**config.mk**
```make
export PLATFORM = sky130hd
export DESIGN_NAME = ara_xif_result_queue
export DESIGN_NICKNAME = d
export VERILOG_FILES = /design/src/rtl/ariane_pkg.sv /design/src/rtl/ara_pkg.sv /design/src/rtl/ara_xif_result_queue.sv
export SDC_FILE = /design/constraint.sdc
export NUM_CORES = 1
export LEC_CHECK = 0
export CAP_MARGIN = 20
export CORE_MARGIN = 5
export CORE_UTILIZATION = 53
export CTS_BUF_LIST = sky130_fd_sc_hd__clkbuf_16
export DETAILED_ROUTE_END_ITERATION = 6
export PLACE_DENSITY = 0.82
export SLEW_MARGIN = 15
export SYNTH_ARGS = -nofsm -noshare
export SYNTH_HDL_FRONTEND = slang
export SYNTH_SLANG_ARGS = --single-unit
```
**constraint.sdc**
```tcl
create_clock -name clk_i -period 8.6 [get_ports clk_i]
set_clock_uncertainty 0.05 [all_clocks]
set_input_delay 1.72 -clock clk_i [delete_from_list [all_inputs] [get_ports clk_i]]
set_output_delay 1.72 -clock clk_i [all_outputs]
set_load 0.02 [all_outputs]
```
**src/rtl/ariane_pkg.sv**
```systemverilog
// Minimal host-core constants needed by the XIF result queue.
package ariane_pkg;

    localparam int unsigned TRANS_ID_BITS = 3;

endpackage

```
**src/rtl/ara_pkg.sv**
```systemverilog
// Shared Ara types for the XIF result path.
package ara_pkg;

    localparam int unsigned XIF_ID_W = ariane_pkg::TRANS_ID_BITS;
    localparam int unsigned XIF_XLEN = 64;

    typedef struct packed {
        logic [XIF_ID_W-1:0] id;
        logic [XIF_XLEN-1:0] data;
        logic [4:0]          rd;
        logic                we;
        logic                exc;
        logic [5:0]          exccode;
    } xif_result_entry_t;

endpackage

```
**src/rtl/ara_xif_result_queue.sv**
```systemverilog
// Registered FIFO between the Ara dispatcher and the XIF result channel.
// Optional feature: define ARA_XIF_RESULT_EXC_EN to carry exception info.
module ara_xif_result_queue
    import ara_pkg::*;
#(
    parameter int unsigned ID_WIDTH = ariane_pkg::TRANS_ID_BITS,
    parameter int unsigned XLEN     = 64,
    parameter int unsigned DEPTH    = 4,
    localparam int unsigned CW      = $clog2(DEPTH + 1)
) (
    input  logic                clk_i,
    input  logic                rst_ni,
    input  logic                res_valid_i,
    output logic                res_ready_o,
    input  logic [ID_WIDTH-1:0] res_id_i,
    input  logic [XLEN-1:0]     res_data_i,
    input  logic [4:0]          res_rd_i,
    input  logic                res_we_i,
    input  logic [5:0]          res_exccode_i,
    input  logic                res_exc_i,
    input  logic                flush_i,
    output logic                result_valid_o,
    input  logic                result_ready_i,
    output logic [ID_WIDTH-1:0] result_id_o,
    output logic [XLEN-1:0]     result_data_o,
    output logic [4:0]          result_rd_o,
    output logic                result_we_o,
    output logic                result_exc_o,
    output logic [5:0]          result_exccode_o,
    output logic [CW-1:0]       count_o
);

    localparam int unsigned PW = $clog2(DEPTH);

    xif_result_entry_t mem [DEPTH];
    xif_result_entry_t wr_entry;
    xif_result_entry_t head;

    logic [PW-1:0] rd_ptr;
    logic [PW-1:0] wr_ptr;
    logic [CW-1:0] count;
    logic          push;
    logic          pop;

    assign res_ready_o    = (count < CW'(DEPTH)) && !flush_i;
    assign result_valid_o = (count != '0);
    assign push           = res_valid_i && res_ready_o;
    assign pop            = result_valid_o && result_ready_i;
    assign count_o        = count;

    // Data is zeroed at write time so the output stays a plain register read.
    always_comb begin
        wr_entry      = '0;
        wr_entry.id   = XIF_ID_W'(res_id_i);
        wr_entry.rd   = res_rd_i;
        wr_entry.we   = res_we_i;
        wr_entry.data = res_we_i ? XIF_XLEN'(res_data_i) : '0;
`ifdef ARA_XIF_RESULT_EXC_EN
        wr_entry.exc     = res_exc_i;
        wr_entry.exccode = res_exccode_i;
`endif
    end

    always_ff @(posedge clk_i) begin
        if (!rst_ni) begin
            count  <= '0;
            rd_ptr <= '0;
            wr_ptr <= '0;
            for (int i = 0; i < DEPTH; i++) begin
                mem[i] <= '0;
            end
        end else if (flush_i) begin
            count  <= '0;
            rd_ptr <= '0;
            wr_ptr <= '0;
        end else begin
            if (push) begin
                mem[wr_ptr] <= wr_entry;
                wr_ptr      <= wr_ptr + PW'(1);
            end
            if (pop) begin
                rd_ptr <= rd_ptr + PW'(1);
            end
            if (push && !pop) begin
                count <= count + CW'(1);
            end else if (pop && !push) begin
                count <= count - CW'(1);
            end
        end
    end

    assign head          = mem[rd_ptr];
    assign result_id_o   = head.id[ID_WIDTH-1:0];
    assign result_data_o = head.data[XLEN-1:0];
    assign result_rd_o   = head.rd;
    assign result_we_o   = head.we;

`ifdef ARA_XIF_RESULT_EXC_EN
    assign result_exc_o     = head.exc;
    assign result_exccode_o = head.exccode;
`else
    logic unused_exc;
    assign unused_exc       = ^{res_exc_i, res_exccode_i, head.exc, head.exccode};
    assign result_exc_o     = 1'b0;
    assign result_exccode_o = '0;
`endif

endmodule

```
After elaboration in Yosys (flattened, before gate mapping)
Memories as Yosys holds them, arrays and structs flattened. A register that Yosys moved wholly into a read port is not among the register bits.
Index checks and enable logic that the tools add are counted.
- flip-flop bits (word level): 7
- latch bits: 0
- bits in writable memories: 292
- ROM bits: 0
- input port bits: 85
- output and inout bits: 85
- memories kept: 1
- memories (memory ; words ; bits a word ; read ports ; clocked after Yosys merged registers in ; write ports ; line ; source):
    mem ; 4 ; 73 ; 1 ; 1 ; 4 ; ara_xif_result_queue.sv:35 ; xif_result_entry_t mem [DEPTH];
- $add $sub $neg: 4
- multiply operators: 0
- divide/modulo/power cells: 0
- order comparisons: 1
- equality and inequality tests: 0
- shifts and indexed selects: 0
- multiplexer cells: 13
- bitwise gates (word level): 1
- reduce and logical (&&, ||, !) cells: 12
- operator list (cell ; count):
    two-way mux 73 bit ; 1
    OR reduction 73 bit ; 1
    two-way mux 64 bit ; 1
    two-way mux 1 bit ; 6
    two-way mux 2 bit ; 3
    two-way mux 3 bit ; 2
    logical AND 1 bit ; 5
    adder 2 x 1 -> 2 bit (second input constant) ; 2
    adder 3 x 1 -> 3 bit (second input constant) ; 1
    zero test 1 bit ; 3
    less-than comparator 3 bit (second input constant) ; 1
    nonzero test 3 bit ; 1
    subtractor 3 x 1 -> 3 bit (second input constant) ; 1
    nonzero test 2 bit ; 1
    OR reduction 2 bit ; 1
    inverter 1 bit ; 1

Logic depth before layout (Yosys ltp)
Gate-level depths: netlist (run 1).
- depth after elaboration: 9
- mapped depth: 9

Worst setup path before layout (run 1)
OpenSTA, ideal clock, no wires.
- path kind: input to register
- start point: input flush_i
- end point: memory mem[1][0] in the netlist's numbering (enable)
- data arrival time: 7375 ps
- data required time: 7945 ps
- path slack: 570 ps
- stages on the path: 3
- path buffers: 0
- cells stage by stage: nor2_1 -> nand2_1 -> o21ai_0
- RTL lines (item ; line ; source):
    start: declaration ; ara_xif_result_queue.sv:21 ; input logic flush_i,
    end: declaration ; ara_xif_result_queue.sv:35 ;

==> flow_summary_export.csv, run 1 <==
group,metric,value,unit
status,status,"completed",
yosys,synth_seq_cells,301,
yosys,synth_cells,794,
final_layout,final_common_cell,"edfxtp_1",
setup_path,cp-startpoint,"rst_ni",
floorplan,die_x,168,um
final_layout,fillers,1723,
clock_network,cts-buffers-inserted,30,
power_and_ir_drop,p_per_area,206,nW/um^2
setup_path,required,8.95,ns
timing,fin_setup_tns,0,ns
route,vias,7526,
grt,grt_overflow,0,
clock_network,htree_levels,1,
power_and_ir_drop,ir_drop,0.000149,V
floorplan,fp.dieH,168,um
timing,timing.final.ws_setup,3.56,ns
timing,setup_violations,0,
place,port_buffers,155,
setup_path,end_kind,"flop",
floorplan,core,24400,um^2
timing,period_minus_slack,5.04,ns
setup_path,critPathTopFamily,"buffers and inverters",
timing,hold_violations,0,
yosys,synth_edf_count,292,
setup_path,cp_common_cell,"buf_4",
floorplan,dieArea,28100,um^2
grt,antenna_found_initial,1,
clock_network,post_cts_buffers,0,
clock_network,cts_hold_buf,0,
place,place.gp.congestion,0.707,
route,ant_nets,0,
setup_path,reg2reg_depth,6,
yosys,ys_warn_count,0,
grt,track_usage,20.1,%
yosys,async_reset_ff_share,0,%
timing,drv_slew,0,
floorplan,num_io_pins,170,
setup_path,crit_path_cell_trace,"clkdlybuf4s50_1, nor4bb_4, buf_4, nand2_2, inv_4, buf_4, and3_1",
final_layout,multiInputGateArea,3810,um^2
route,drt-total-wl,28.6,mm
power_and_ir_drop,power_leakage,6.54,nW
place,hpwl,15.2,mm
floorplan,placementRows,57,
flow_run,cap_violations,0,
timing,post-route-period-util,58.6,%
clock_network,clockRootBuffer,"clkbuf_16",
route,via_per_inst,5.97,
setup_path,r2r_start,"count_o[2]",
final_layout,antenna_cells,0,
route,drt_iter0_drc,569,
route,drc,0,
route,wl_per_cell,22.7,um
timing,worst_slew_pin_slew,0.990,ns
yosys,synth_ff_type,"edfxtp_1",
setup_path,r2r_slack,5.12,ns
yosys,yosysUniqueCellTypes,35,
timing,clock.fmax,199,MHz
final_layout,area_growth,19.9,%
clock_network,cts.clk_slew.worst_paths,0.06,ns
timing,relSlewSlack,34.0,%
floorplan,start_util,54.1,%
final_layout,nets,1003,
setup_path,worstPathMaxFanout,105,
yosys,mappedNetlistArea,13200,um^2
setup_path,crit_buf_inv,4,
yosys,syn_area_per_cell,16.6,um^2
place,dp_slack,3.02,ns
clock_network,clk-insertion-delay-late,0.54,ns
setup_path,slowest_stage,"buf_4",
setup_path,rr_endpoint,"mem[0][39]",
setup_path,worstPathArrival,5.39,ns
setup_path,startpoint_type,"input pin",
setup_path,cp.depth,7,
setup_path,cp_slowest_stage_delay,0.79,ns
grt,first_global_vias,7984,
final_layout,drive_above_1_share,15.2,%
grt,grt_pass1_wl,44.7,mm
setup_path,criticalPathCategory,"input pin to flop",
clock_network,clock_path_buffers,3,
route,drt_pass1_iterations,5,
clock_network,clock_sinks,301,
setup_path,critPathCapture,"mem[0][39]",
timing,rsz0062_at_grt,"false",
final_layout,layout_common_cells,"edfxtp_1, and3_1, clkdlybuf4s50_1",
final_layout,seq_area,8960,um^2
worst_hold_path,hold_class,"flop to flop",
yosys,yosysSeqAreaShare,67.8,%
grt,grt_max_degree,106,
clock_network,post_cts_resized,0,
clock_network,cts_tree,"done",
timing,fin_hold_ws,0.480,ns
## worst min path at each step
stage              start        end  depth (start not counted)
6_report       rd_ptr[1]       flop                          2
5_1_grt        rd_ptr[1]       flop                          2
4_1_cts        rd_ptr[1]       flop                          2
3_5_place_dp   rd_ptr[1]       flop                          2
3_3_place_gp   rd_ptr[0]  rd_ptr[0]                          2
2_1_floorplan  rd_ptr[1]       flop                          2
## power breakdown
group	total, mW	internal, mW	switching, mW
logic	0.304	0.139	0.165
registers	1.70	1.67	0.0209
clock network	1.26	0.735	0.524
## sequential cells by signal, indices dropped and copies added (netlist names), named ones only
name,count
wr_ptr,2
mem,292
rd_ptr,2
count_o,3
## cell type report
type	count	share of cell area (%)
clock buffer	31	4.91
tap	324	2.56
sequential	301	56.6
clock inverter	22	1.11
inverter	4	0.111
multi-input combinational	409	24.1
timing repair buffer	170	10.6
## tightest hold or removal path: stages (launching register included)
cell	delay (ns)
dfxtp_1	0.32
xor2_1	0.06
nor2_1	0.11
## per-layer routing
layer  vias to the layer above  wire length [um]  track usage, %
met5                         -                14               0
met4                         2               480            4.09
met3                        41              2210            3.72
met2                       317             14900            35.2
met1                      3786             11100            26.7
li1                       3380                 -               -
## cell usage after synthesis (2+ instances only)
library cell | count | area share, %
nand2_1 | 3 | 0.085
and2_1 | 8 | 0.38
buf_4 | 8 | 0.46
dfxtp_1 | 9 | 1.4
o21ai_0 | 4 | 0.15
buf_6 | 18 | 1.5
inv_1 | 3 | 0.085
nand2b_1 | 2 | 0.095
mux4_2 | 73 | 12
edfxtp_1 | 292 | 66
clkbuf_1 | 43 | 1.2
buf_2 | 13 | 0.49
xor2_1 | 4 | 0.27
clkbuf_2 | 2 | 0.076
or3_1 | 2 | 0.095
and3_1 | 280 | 13
nor2_1 | 12 | 0.34
## logic make-up after synthesis
logic type / share of synthesized area, %
AO/OA/AOI/OAI: 0.427
AND/OR/NAND/NOR: 14.5
adder cells (fa/ha/maj): 0.247
other: 0.0284
flip-flops: 67.8
XOR/XNOR: 0.332
multiplexers: 12.5
buffers and inverters: 4.05
## metrics by stage
stage | cell area, um^2 | instances | power, mW | utilization (%)
after floorplan | 13200 | 800 | 1.89 | -
after global placement | 14800 | 1207 | 2.03 | 60.8
after detailed placement | 14800 | 1207 | 2.03 | 60.8
after CTS | 15800 | 1260 | 3.28 | 64.7
after global routing | 15800 | 1261 | 3.37 | 64.8
final | 15800 | 1261 | 3.26 | 64.8
Power figures use the tool's default switching activity.
==> run 2, diff against run 1 <==
- CORE_UTILIZATION: 53 -> 50
- PLACE_DENSITY: 0.82 -> 0.81
- clock period: 8.6 -> 4.33 ns (I/O delays scaled with it)
==> run 2 against run 1 <==
Compared with the run above: routed wire length increased by 3.9%; hold slack improved by 0.0094 ns; via count increased by 1.4%; power grew 110%; largest power group unchanged.
==> flow_summary_export.csv, run 2 (same netlist as run 1, synthesis figures left out) <==
group,metric,value,unit
final_layout,largest_reg_flops,292,
timing,fin_setup_tns,0,ns
setup_path,r2r_start,"count_o[2]",
route,drt_pass1_iterations,5,
power_and_ir_drop,p_clk_share,40.9,%
floorplan,core,26000,um^2
setup_path,cp_slowest_stage_delay,0.61,ns
route,wl_per_cell,23.2,um
final_layout,regMostFlops,"mem",
grt,track_usage,19.9,%
flow_run,cap_violations,0,
clock_network,cts-buffers-inserted,31,
final_layout,drive_above_1_share,16.9,%
clock_network,post_cts_resized,0,
grt,use_met2,34.2,%
route,via_per_inst,5.95,
timing,relSlewSlack,35.5,%
setup_path,rr_endpoint,"count_o[2]",
setup_path,r2r_slack,1.91,ns
grt,grt_overflow,0,
timing,drv_slew,0,
power_and_ir_drop,p_comb_share,9.2,%
floorplan,num_io_pins,170,
setup_path,end_kind,"output pin",
clock_network,cts_tree,"done",
final_layout,nets,1012,
floorplan,placementRows,59,
clock_network,clk-insertion-delay-late,0.54,ns
timing,setup_violations,0,
route,drt-total-wl,29.7,mm
timing,worst_slew_pin_slew,0.968,ns
clock_network,clock_path_buffers,3,
worst_hold_path,hold_depth,2,
route,vias,7633,
setup_path,crit_path_cell_trace,"buf_4, mux4_2, clkdlybuf4s50_1",
clock_network,clockRootBuffer,"clkbuf_16",
clock_network,cts.clk_slew.worst_paths,0.06,ns
setup_path,criticalPathCategory,"flop to output pin",
timing,hold_violations,0,
route,drc,0,
route,ant_nets,0,
power_and_ir_drop,switching_share,21.9,%
route,drt_iter0_drc,857,
power_and_ir_drop,ir_drop,0.000389,V
power_and_ir_drop,intPower,5.27,mW
worst_hold_path,holdCritStartpoint,"rd_ptr[1]",
setup_path,startpoint_type,"flop",
status,status,"completed",
worst_hold_path,hold_class,"flop to flop",
grt,antenna_found_initial,1,
floorplan,dieArea,29700,um^2
grt,first_global_vias,8070,
final_layout,final_common_cell,"edfxtp_1",
place,place.gp.congestion,0.702,
setup_path,required,3.41,ns
clock_network,htree_levels,1,
setup_path,worstPathMaxFanout,21,
grt,grt_use_met1,26.4,%
power_and_ir_drop,switchingPower,1.48,mW
grt,top_usage_layer,"met2",
final_layout,area_growth,21.6,%
clock_network,cts_hold_buf,0,
final_layout,layout_common_cells,"edfxtp_1, and3_1, clkdlybuf4s50_1",
floorplan,fp.dieH,172,um
grt,grt_use_met3,3.86,%
setup_path,worstPathArrival,2.76,ns
final_layout,antenna_cells,0,
clock_network,clock_sinks,301,
timing,post-route-period-util,84.8,%
clock_network,post_cts_buffers,0,
worst_hold_path,min_to,"rd_ptr[1]",
final_layout,post-route-util,61.7,%
grt,grt_max_degree,104,
setup_path,slowest_stage,"mux4_2",
power_and_ir_drop,p_total,6.75,mW
place,hpwl,16.6,mm
timing,clock.fmax,272,MHz
setup_path,reg2reg_depth,9,
grt,grt_pass1_wl,45.5,mm
power_and_ir_drop,seq_power_share,49.9,%
power_and_ir_drop,p_per_area,421,nW/um^2
place,port_buffers,155,
timing,period_minus_slack,3.67,ns
floorplan,start_util,50.8,%
power_and_ir_drop,power_leakage,6.60,nW
floorplan,die_x,172,um
timing,rsz0062_at_grt,"false",
run 2: cell count changes in the layout (fill, tap and decap cells not counted), moves of 2 or more:
cell / previous run / this run
clkinvlp_4: 1 / 7
bufinv_16: 3 / 6
clkinv_1: 2 / 4
inv_1: 14 / 5
buf_12: 1 / 3
buf_4: 14 / 19
run 2: layout make-up:
cell class,instances,area (um^2)
Clock inverter,25,289
Sequential cell,301,8960
Multi-Input combinational cell,409,3810
Clock buffer,31,776
Timing Repair Buffer,178,1780
Tap cell,335,419
Fill cell,1899,9940
Inverter,4,17.5
run 2: per-layer routing:
layer  up-vias  share of wire (%)
li1       3413                  -
met1      3892                 40
met2       283                 52
met3        43                7.1
met4         2                1.8
met5         -              0.044
run 2: critical path, delay by kind of cell (launching register included):
| kind | cells | cell delay (ns) |
|---|---|---|
| buffers and inverters | 2 | 1.03 |
| DFF | 1 | 0.55 |
| muxes | 1 | 0.61 |
run 2: worst max-delay path by stage:
stage / start / to / cells after the start
finish: flop / result_data_o[4] / 3
global route: flop / result_id_o[2] / 3
CTS: flop / result_id_o[2] / 3
detailed placement: flush_i / count_o[2] / 10
global placement: flush_i / count_o[2] / 10
floorplan: flush_i / mem[0][0] / 3
run 2: stage by stage:
step                      worst slack [ns]  cell area [um^2]  hold WS (ns)  instances
after global placement                1.02             15000         0.452       1226
after detailed placement             0.983             15000         0.468       1226
final                                0.658             16000         0.490       1283
after CTS                            0.576             16000         0.489       1282
after global routing                 0.482             16000         0.522       1283
after floorplan                     -0.887             13200         0.435        800
run 2: power by group through the flow:
stage | clock network (mW) | logic (mW) | registers (mW)
final | 2.76 | 0.619 | 3.37
after global routing | 2.94 | 0.656 | 3.38
after detailed placement | 0 | 0.619 | 3.43
after floorplan | 0 | 0.327 | 3.43
after CTS | 2.80 | 0.622 | 3.37
after global placement | 0 | 0.615 | 3.42
==> run 3, diff against run 2 <==
- CORE_UTILIZATION: 50 -> 53
- PLACE_DENSITY: 0.81 -> 0.82
- clock period: 4.33 -> 3.8 ns (I/O delays scaled with it)
==> run 3 against run 2 <==
Compared with the run above: power is 9.7% higher; count of clock-buffer cells in the layout stayed put; global-route usage is 0.40 points higher; via count is 0.60% lower; routed wire length is 2.7% lower; first-iteration DRC count is 17% lower; register-to-register slack worse by 0.48 ns; combinational power is 14% higher; final cell count is 1.2% lower; setup slack worse by 0.30 ns; hold slack better by 0.0067 ns; critical path type unchanged; largest cell class unchanged.
==> flow_summary_export.csv, run 3 (same netlist as run 1, synthesis figures left out) <==
group,metric,value,unit
route,wl_per_cell,22.8,um
timing,drv_slew,0,
clock_network,clock_sinks,301,
route,via_per_inst,5.99,
setup_path,startpoint_type,"flop",
power_and_ir_drop,seq_power_share,51.8,%
clock_network,cts_tree,"done",
route,vias,7587,
route,drt-total-wl,28.9,mm
clock_network,clockRootBuffer,"clkbuf_16",
final_layout,layout_common_cells,"edfxtp_1, and3_1, clkdlybuf4s50_1",
power_and_ir_drop,intPower,5.78,mW
setup_path,crit_path_cell_trace,"buf_12, mux4_2, clkdlybuf4s50_1",
final_layout,final_area,15900,um^2
worst_hold_path,hold_class,"flop to flop",
power_and_ir_drop,p_comb_share,9.5,%
floorplan,die_x,168,um
grt,grt_pass1_wl,45.0,mm
grt,track_usage,20.3,%
clock_network,cts-buffers-inserted,30,
place,port_buffers,155,
grt,grt_max_degree,110,
final_layout,post-route-util,65.4,%
clock_network,post_cts_resized,0,
setup_path,required,2.99,ns
setup_path,worstPathMaxFanout,32,
final_layout,final_common_cell,"edfxtp_1",
final_layout,drive_above_1_share,15.8,%
timing,relSlewSlack,34.5,%
floorplan,placementRows,57,
timing,post-route-period-util,90.6,%
place,place.gp.congestion,0.721,
timing,hold_violations,0,
clock_network,cts_hold_buf,0,
final_layout,nets,1006,
timing,rsz0062_at_grt,"false",
floorplan,num_io_pins,170,
clock_network,htree_levels,1,
clock_network,cts.clk_slew.worst_paths,0.06,ns
floorplan,fp.dieH,168,um
route,drc,0,
power_and_ir_drop,ir_drop,0.000311,V
timing,period_minus_slack,3.44,ns
clock_network,clk-insertion-delay-late,0.53,ns
route,drt_pass1_iterations,6,
place,dp_slack,0.563,ns
setup_path,worstPathArrival,2.63,ns
power_and_ir_drop,p_clk_share,38.7,%
power_and_ir_drop,switching_share,21.9,%
timing,setup_violations,0,
place,placed_cell_area,15000,um^2
power_and_ir_drop,switchingPower,1.62,mW
grt,grt_overflow,0,
power_and_ir_drop,power_leakage,6.57,nW
timing,fin_hold_ws,0.496,ns
timing,timing.final.ws_setup,0.357,ns
route,ant_nets,0,
floorplan,core,24400,um^2
clock_network,post_cts_buffers,0,
setup_path,cp_slowest_stage_delay,0.61,ns
floorplan,dieArea,28100,um^2
route,drt_iter0_drc,712,
setup_path,end_kind,"output pin",
final_layout,fillers,1700,
flow_run,cap_violations,0,
setup_path,criticalPathCategory,"flop to output pin",
power_and_ir_drop,p_total,7.40,mW
setup_path,slowest_stage,"dfxtp_4",
grt,first_global_vias,7893,
clock_network,clock_path_buffers,3,
final_layout,regMostFlops,"mem",
floorplan,start_util,54.1,%
timing,worst_slew_pin_slew,0.983,ns
power_and_ir_drop,p_per_area,464,nW/um^2
place,hpwl,15.8,mm
status,status,"completed",
final_layout,largest_reg_flops,292,
grt,antenna_found_initial,2,
timing,clock.fmax,290,MHz
final_layout,area_growth,20.9,%
run 3: cell count changes in the layout (fill, tap and decap cells not counted), sizes merged:
cell,change
inv,+1
diode,+1
buf,-5
clkinvlp,-5
clkinv,+6
bufinv,-3
run 3: critical path, delay by kind of cell, from the launching register on:
kind / cells / cell delay (ns)
buffers and inverters: 2 / 0.91
DFF: 1 / 0.61
muxes: 1 / 0.55
run 3: path summary, 6_finish.rpt:
| check | startpoint | endpoint | slack (ns) | cells past startpoint |
|---|---|---|---|---|
| worst max register to register | count_o[2] | count_o[2] | 1.43 | 9 |
| worst min register to register | rd_ptr[1] | rd_ptr[1] | 0.50 | 2 |
| worst min-delay path | rd_ptr[1] | rd_ptr[1] | 0.50 | 2 |
| worst max-delay path | flop | result_data_o[25] | 0.36 | 3 |
run 3: cell type report:
cell class / count / area, um^2 / area share [%]
clock inverter: 24 / 186 / 1.17
timing repair buffer: 173 / 1790 / 11.3
inverter: 4 / 17.5 / 0.110
sequential: 301 / 8960 / 56.2
clock buffer: 31 / 776 / 4.86
tap: 324 / 405 / 2.54
antenna: 1 / 2.50 / 0.0157
multi-input combinational: 409 / 3810 / 23.9
run 3: per-layer routing:
metal,global-route usage (%),routed length [um],up-vias
met5,0,13,-
met4,4.62,530,2
met3,3.89,2200,38
met2,35.6,15000,301
met1,26.4,11200,3850
li1,-,-,3396
run 3: metrics by stage:
step | cells | setup TNS (ns)
2_1_floorplan | 800 | -287.03
3_3_place_gp | 1211 | 0
3_5_place_dp | 1211 | 0
4_1_cts | 1266 | 0
5_1_grt | 1267 | 0
6_report | 1267 | 0
run 3: power by group through the flow:
| stage | Combinational (mW) | Sequential (mW) | Clock [mW] |
|---|---|---|---|
| after floorplan | 0.372 | 3.90 | 0 |
| after global placement | 0.701 | 3.90 | 0 |
| after detailed placement | 0.709 | 3.91 | 0 |
| after CTS | 0.712 | 3.84 | 2.91 |
| after global routing | 0.747 | 3.85 | 3.06 |
| final | 0.705 | 3.84 | 2.86 |
==> patch 1, RTL diff (flow settings as in run 2) <==
`DEPTH`: 4 -> 2.
--- a/src/rtl/ara_xif_result_queue.sv
+++ b/src/rtl/ara_xif_result_queue.sv
@@ -5,7 +5,7 @@
 #(
     parameter int unsigned ID_WIDTH = ariane_pkg::TRANS_ID_BITS,
     parameter int unsigned XLEN     = 64,
-    parameter int unsigned DEPTH    = 4,
+    parameter int unsigned DEPTH    = 2,
     localparam int unsigned CW      = $clog2(DEPTH + 1)
 ) (
     input  logic                clk_i,
Interface: changed (resized count_o); port bits go from 170 to 169. No check against the original RTL was run, so the function may have changed too.
==> patch 1 against run 2 <==
- routed wire length fell by 51%
- via count fell by 45%
- hold slack got worse by 0.028 ns
- highest routed layer is now met4
- critical path depth fell by 1
- sequential cell count fell by 150
- first-iteration DRC count fell by 56%
- critical path type unchanged
- final area fell by 45%
- core utilization rose by 5.6 points
- area after synthesis fell by 49%
- die area fell by 47%
- setup slack improved by 0.29 ns
- power fell by 48%
==> patch 1: results (changes against run 2) <==
status: "finished, final reports clean"
yosysWarnings: 0  # unchanged
cts_setup_buffers: 0  # unchanged
portBuffers: 154  # -0.65%
path_max_fanout: 73  # +250%
post-place-ws_ns: 1.068  # +0.08523 ns
diodes: 0  # unchanged
synth_area_leaders: "edfxtp_1 (66%), mux2_2 (12%), and3_1 (9.5%)"
hold_violations: 0  # unchanged
clk_pin_slew_ns: 0.07
root_buffer: "clkbuf_16"
clockBufferDepth: 2  # -1
ir_worst_vdd_mv: 0.2252  # -42%
antenna_found_initial: 0  # -1
fin_crit_ns: 3.386  # -0.2856 ns
htree_levels: 4  # +3
worstMarginPinSlew_ns: 1.016  # +0.04847 ns
synthDistinctLibCells: 29  # -17%
p_leak_nw: 3.708  # -44%
cp_slowest_cell: "dfxtp_4"
cts_resized: 0  # unchanged
place_area_mm2: 0.008328  # -44%
insertion_delay_ns: 0.42  # -0.12 ns
gp_congestion: 0.7630  # +8.7%
synth_flop_cell: "edfxtp_1"
post-dp-hpwl_um: 8756  # -47%
drt-initial-drc-count: 374  # -56%
grt_max_degree: 129  # +24%
grt_usage: 0.1873  # -0.01143
grt_pass1_vias: 4449  # -45%
critPathTopFamily: "flip-flops"
finish.net_count: 673  # -33%
largest_register_ffs: 146  # -50%
vias_per_cell: 5.401  # -9.2%
rrSetupSlack_ns: 1.89  # -0.02 ns
synth_async_sr_flop_share: 0  # unchanged
regMostFlops: "mem"
grt_pass1_wl_um: 23270  # -49%
cp.arrival_ns: 2.47  # -0.29 ns
layout-drive-gt1-share: 0.2404  # +0.07162
yosys-top-cells-count: "edfxtp_1 (146), and3_1 (101), mux2_2 (73)"
ys_seq_area_frac: 0.6708  # -0.007645
crit_path_max_incr_delay_ns: 1.00  # +0.39 ns
drt_first_pass_iters: 4  # -1
cts_buffers: 17  # -45%
hp-class: "reg2reg"
wire_per_inst_um: 18.69  # -19%
internal_power_mw: 2.729  # -48%
synth_edf_count: 146  # -50%
patch 1: changes by cell type in the layout (fill, tap and decap cells not counted), sizes merged, moves of 3 or more:
cell             run 2  this run
and3               280       128
edfxtp             292       146
mux2                 0        73
mux4                73         0
buf                 24         6
clkbuf              31        17
and2                 8        16
bufinv               6         2
clkinv               9         5
clkinvlp             7         3
dfxtp                9         5
nand2                4         1
patch 1: cell families after synthesis:
kind of cell | after synthesis | share of synthesized area
other | 1 | 0.0005609
multiplexers | 73 | 0.1230
adder cells (fa/ha/maj) | 1 | 0.001871
XOR/XNOR | 4 | 0.005241
AND/OR/NAND/NOR | 164 | 0.1587
buffers and inverters | 45 | 0.03612
AO/OA/AOI/OAI | 5 | 0.003743
flip-flops | 151 | 0.6708
patch 1: per-stage QoR:
step / hold slack (ns) / TNS (ns) / instances
floorplan: 0.4225 / -122.15 / 450
global placement: 0.4358 / 0 / 744
detailed placement: 0.4458 / 0 / 744
CTS: 0.4653 / 0 / 775
global route: 0.5127 / 0 / 775
finish: 0.4614 / 0 / 775
patch 1: layer usage:
metal  wire, um  track usage  part of all wire  vias up
met5          0            0                 0        -
met1       6061       0.2364              0.42     2066
met4        335      0.06952             0.023        0
met2       7141       0.3093              0.49      148
li1           -            -                 -     1946
met3        945      0.05377             0.065       26
patch 1: cell type report:
cell class                      count  area (um2)
Timing Repair Buffer              160        1599
Multi-Input combinational cell    254        2009
Clock inverter                     14       135.1
Inverter                            3       11.26
Tap cell                          176       220.2
Fill cell                         964        4302
Sequential cell                   151        4488
Clock buffer                       17       425.4
patch 1: power by group through the flow:
stage / Clock [mW] / Sequential (mW) / Combinational, mW
final: 1.41 / 1.71 / 0.424
after floorplan: 0 / 1.73 / 0.215
after global routing: 1.50 / 1.72 / 0.451
after detailed placement: 0 / 1.74 / 0.425
after global placement: 0 / 1.73 / 0.420
after CTS: 1.42 / 1.71 / 0.428
patch 1: final timing paths:
kind              start           endpoint  cells after the start
max           flip-flop  result_data_o[57]                      2
min              rd_ptr          flip-flop                      2
max reg2reg  count_o[1]         mem[0][60]                      4
min reg2reg      rd_ptr          flip-flop                      2
patch 1: worst min-delay path, stage by stage, from the launching register on:
cell and delay [ns]:
dfxtp_1 0.33, xor2_1 0.08, nor2_1 0.07
==> patch 2, RTL diff (config.mk and constraints of run 2) <==
Made on the original files. Register the output `count_o` once more; this adds one clock of latency there. The other outputs are not delayed to match.
--- a/src/rtl/ara_xif_result_queue.sv
+++ b/src/rtl/ara_xif_result_queue.sv
@@ -46,7 +46,9 @@
     assign result_valid_o = (count != '0);
     assign push           = res_valid_i && res_ready_o;
     assign pop            = result_valid_o && result_ready_i;
-    assign count_o        = count;
+    always_ff @(posedge clk_i) begin
+        count_o <= count;
+    end
 
     // Data is zeroed at write time so the output stays a plain register read.
     always_comb begin
Check against the original RTL: not equivalent (a bounded check fails within 4 cycles, from zero or initial values).
==> patch 2 against run 2 <==
- sequential share of layout area grew 0.83 points
- final area shrank 0.80%
- hold slack lost 0.11 ns
- register-to-register slack better by 0.07 ns
- power is 5.3% lower
- sequential cell count is 3 higher
- setup slack improved by 0.12 ns
- area after synthesis grew 0.46%
- routed wire length decreased by 0.99%
- highest routed layer unchanged
==> patch 2: results (changes against run 2) <==
grt_pass1_wl_um: 46100  # +1.2%
synth_area_leaders: "edfxtp_1 (66%), and3_1 (13%), mux4_2 (12%)"
synth_compound_area_frac: 0.004249  # -0.00001935
layout-drive-gt1-share: 0.1569  # -0.01183
met1_usage: 0.2435  # -0.02056
fillers: 1891  # -0.42%
wirelength_um: 29450  # -0.99%
yosys-top-cells-count: "edfxtp_1 (292), and3_1 (280), mux4_2 (73)"
met1Wirelength_um: 11000  # -6.4%
gp_congestion: 0.6915  # -1.5%
globalRouteMet3Util: 0.03886  # +0.0002272
status: "finished, final reports clean"
dp.cells: 1227  # +0.082%
ys_seq_area_frac: 0.6799  # +0.001458
drt-initial-drc-count: 751  # -12%
wl_met2_um: 15570  # +1.6%
grt_usage: 0.1923  # -0.006381
grt_pass1_vias: 8223  # +1.9%
p_leak_nw: 6.575  # -0.43%
place_area_mm2: 0.01502  # +0.47%
internal_power_mw: 4.977  # -5.5%
register_area_mm2: 0.009016  # +0.67%
ir_worst_vdd_mv: 0.3569  # -8.2%
finish.net_count: 1011  # -0.099%
core_mm2: 0.02606  # +0.28%
antenna_found_initial: 2  # +1
vias_per_cell: 5.866  # -1.4%
-- patch 2: worst paths after layout --
kind	start	to	slack [ns]	cells after the start
worst max-delay path	flip-flop	result_data_o[15]	0.78	3
worst min-delay path	count[1]	count_o[1]	0.38	0
worst min register to register	count[1]	count_o[1]	0.38	0
worst max register to register	count[2]	count[2]	1.98	9
-- patch 2: power groups by stage --
stage	Clock, mW	Combinational, mW	Sequential [mW]
2_1_floorplan	0	0.327	3.46
3_3_place_gp	0	0.614	3.45
3_5_place_dp	0	0.620	3.46
4_1_cts	2.42	0.623	3.40
5_1_grt	2.56	0.652	3.41
6_report	2.37	0.616	3.40
-- patch 2: final cells by class --
cell class / count / area share
repair buffers: 175 / 0.1105
inverters: 4 / 0.001101
clock buffers: 31 / 0.04875
multi-input cells: 409 / 0.2393
well taps: 335 / 0.02634
flip-flops and latches: 304 / 0.5666
clock inverters: 20 / 0.007391
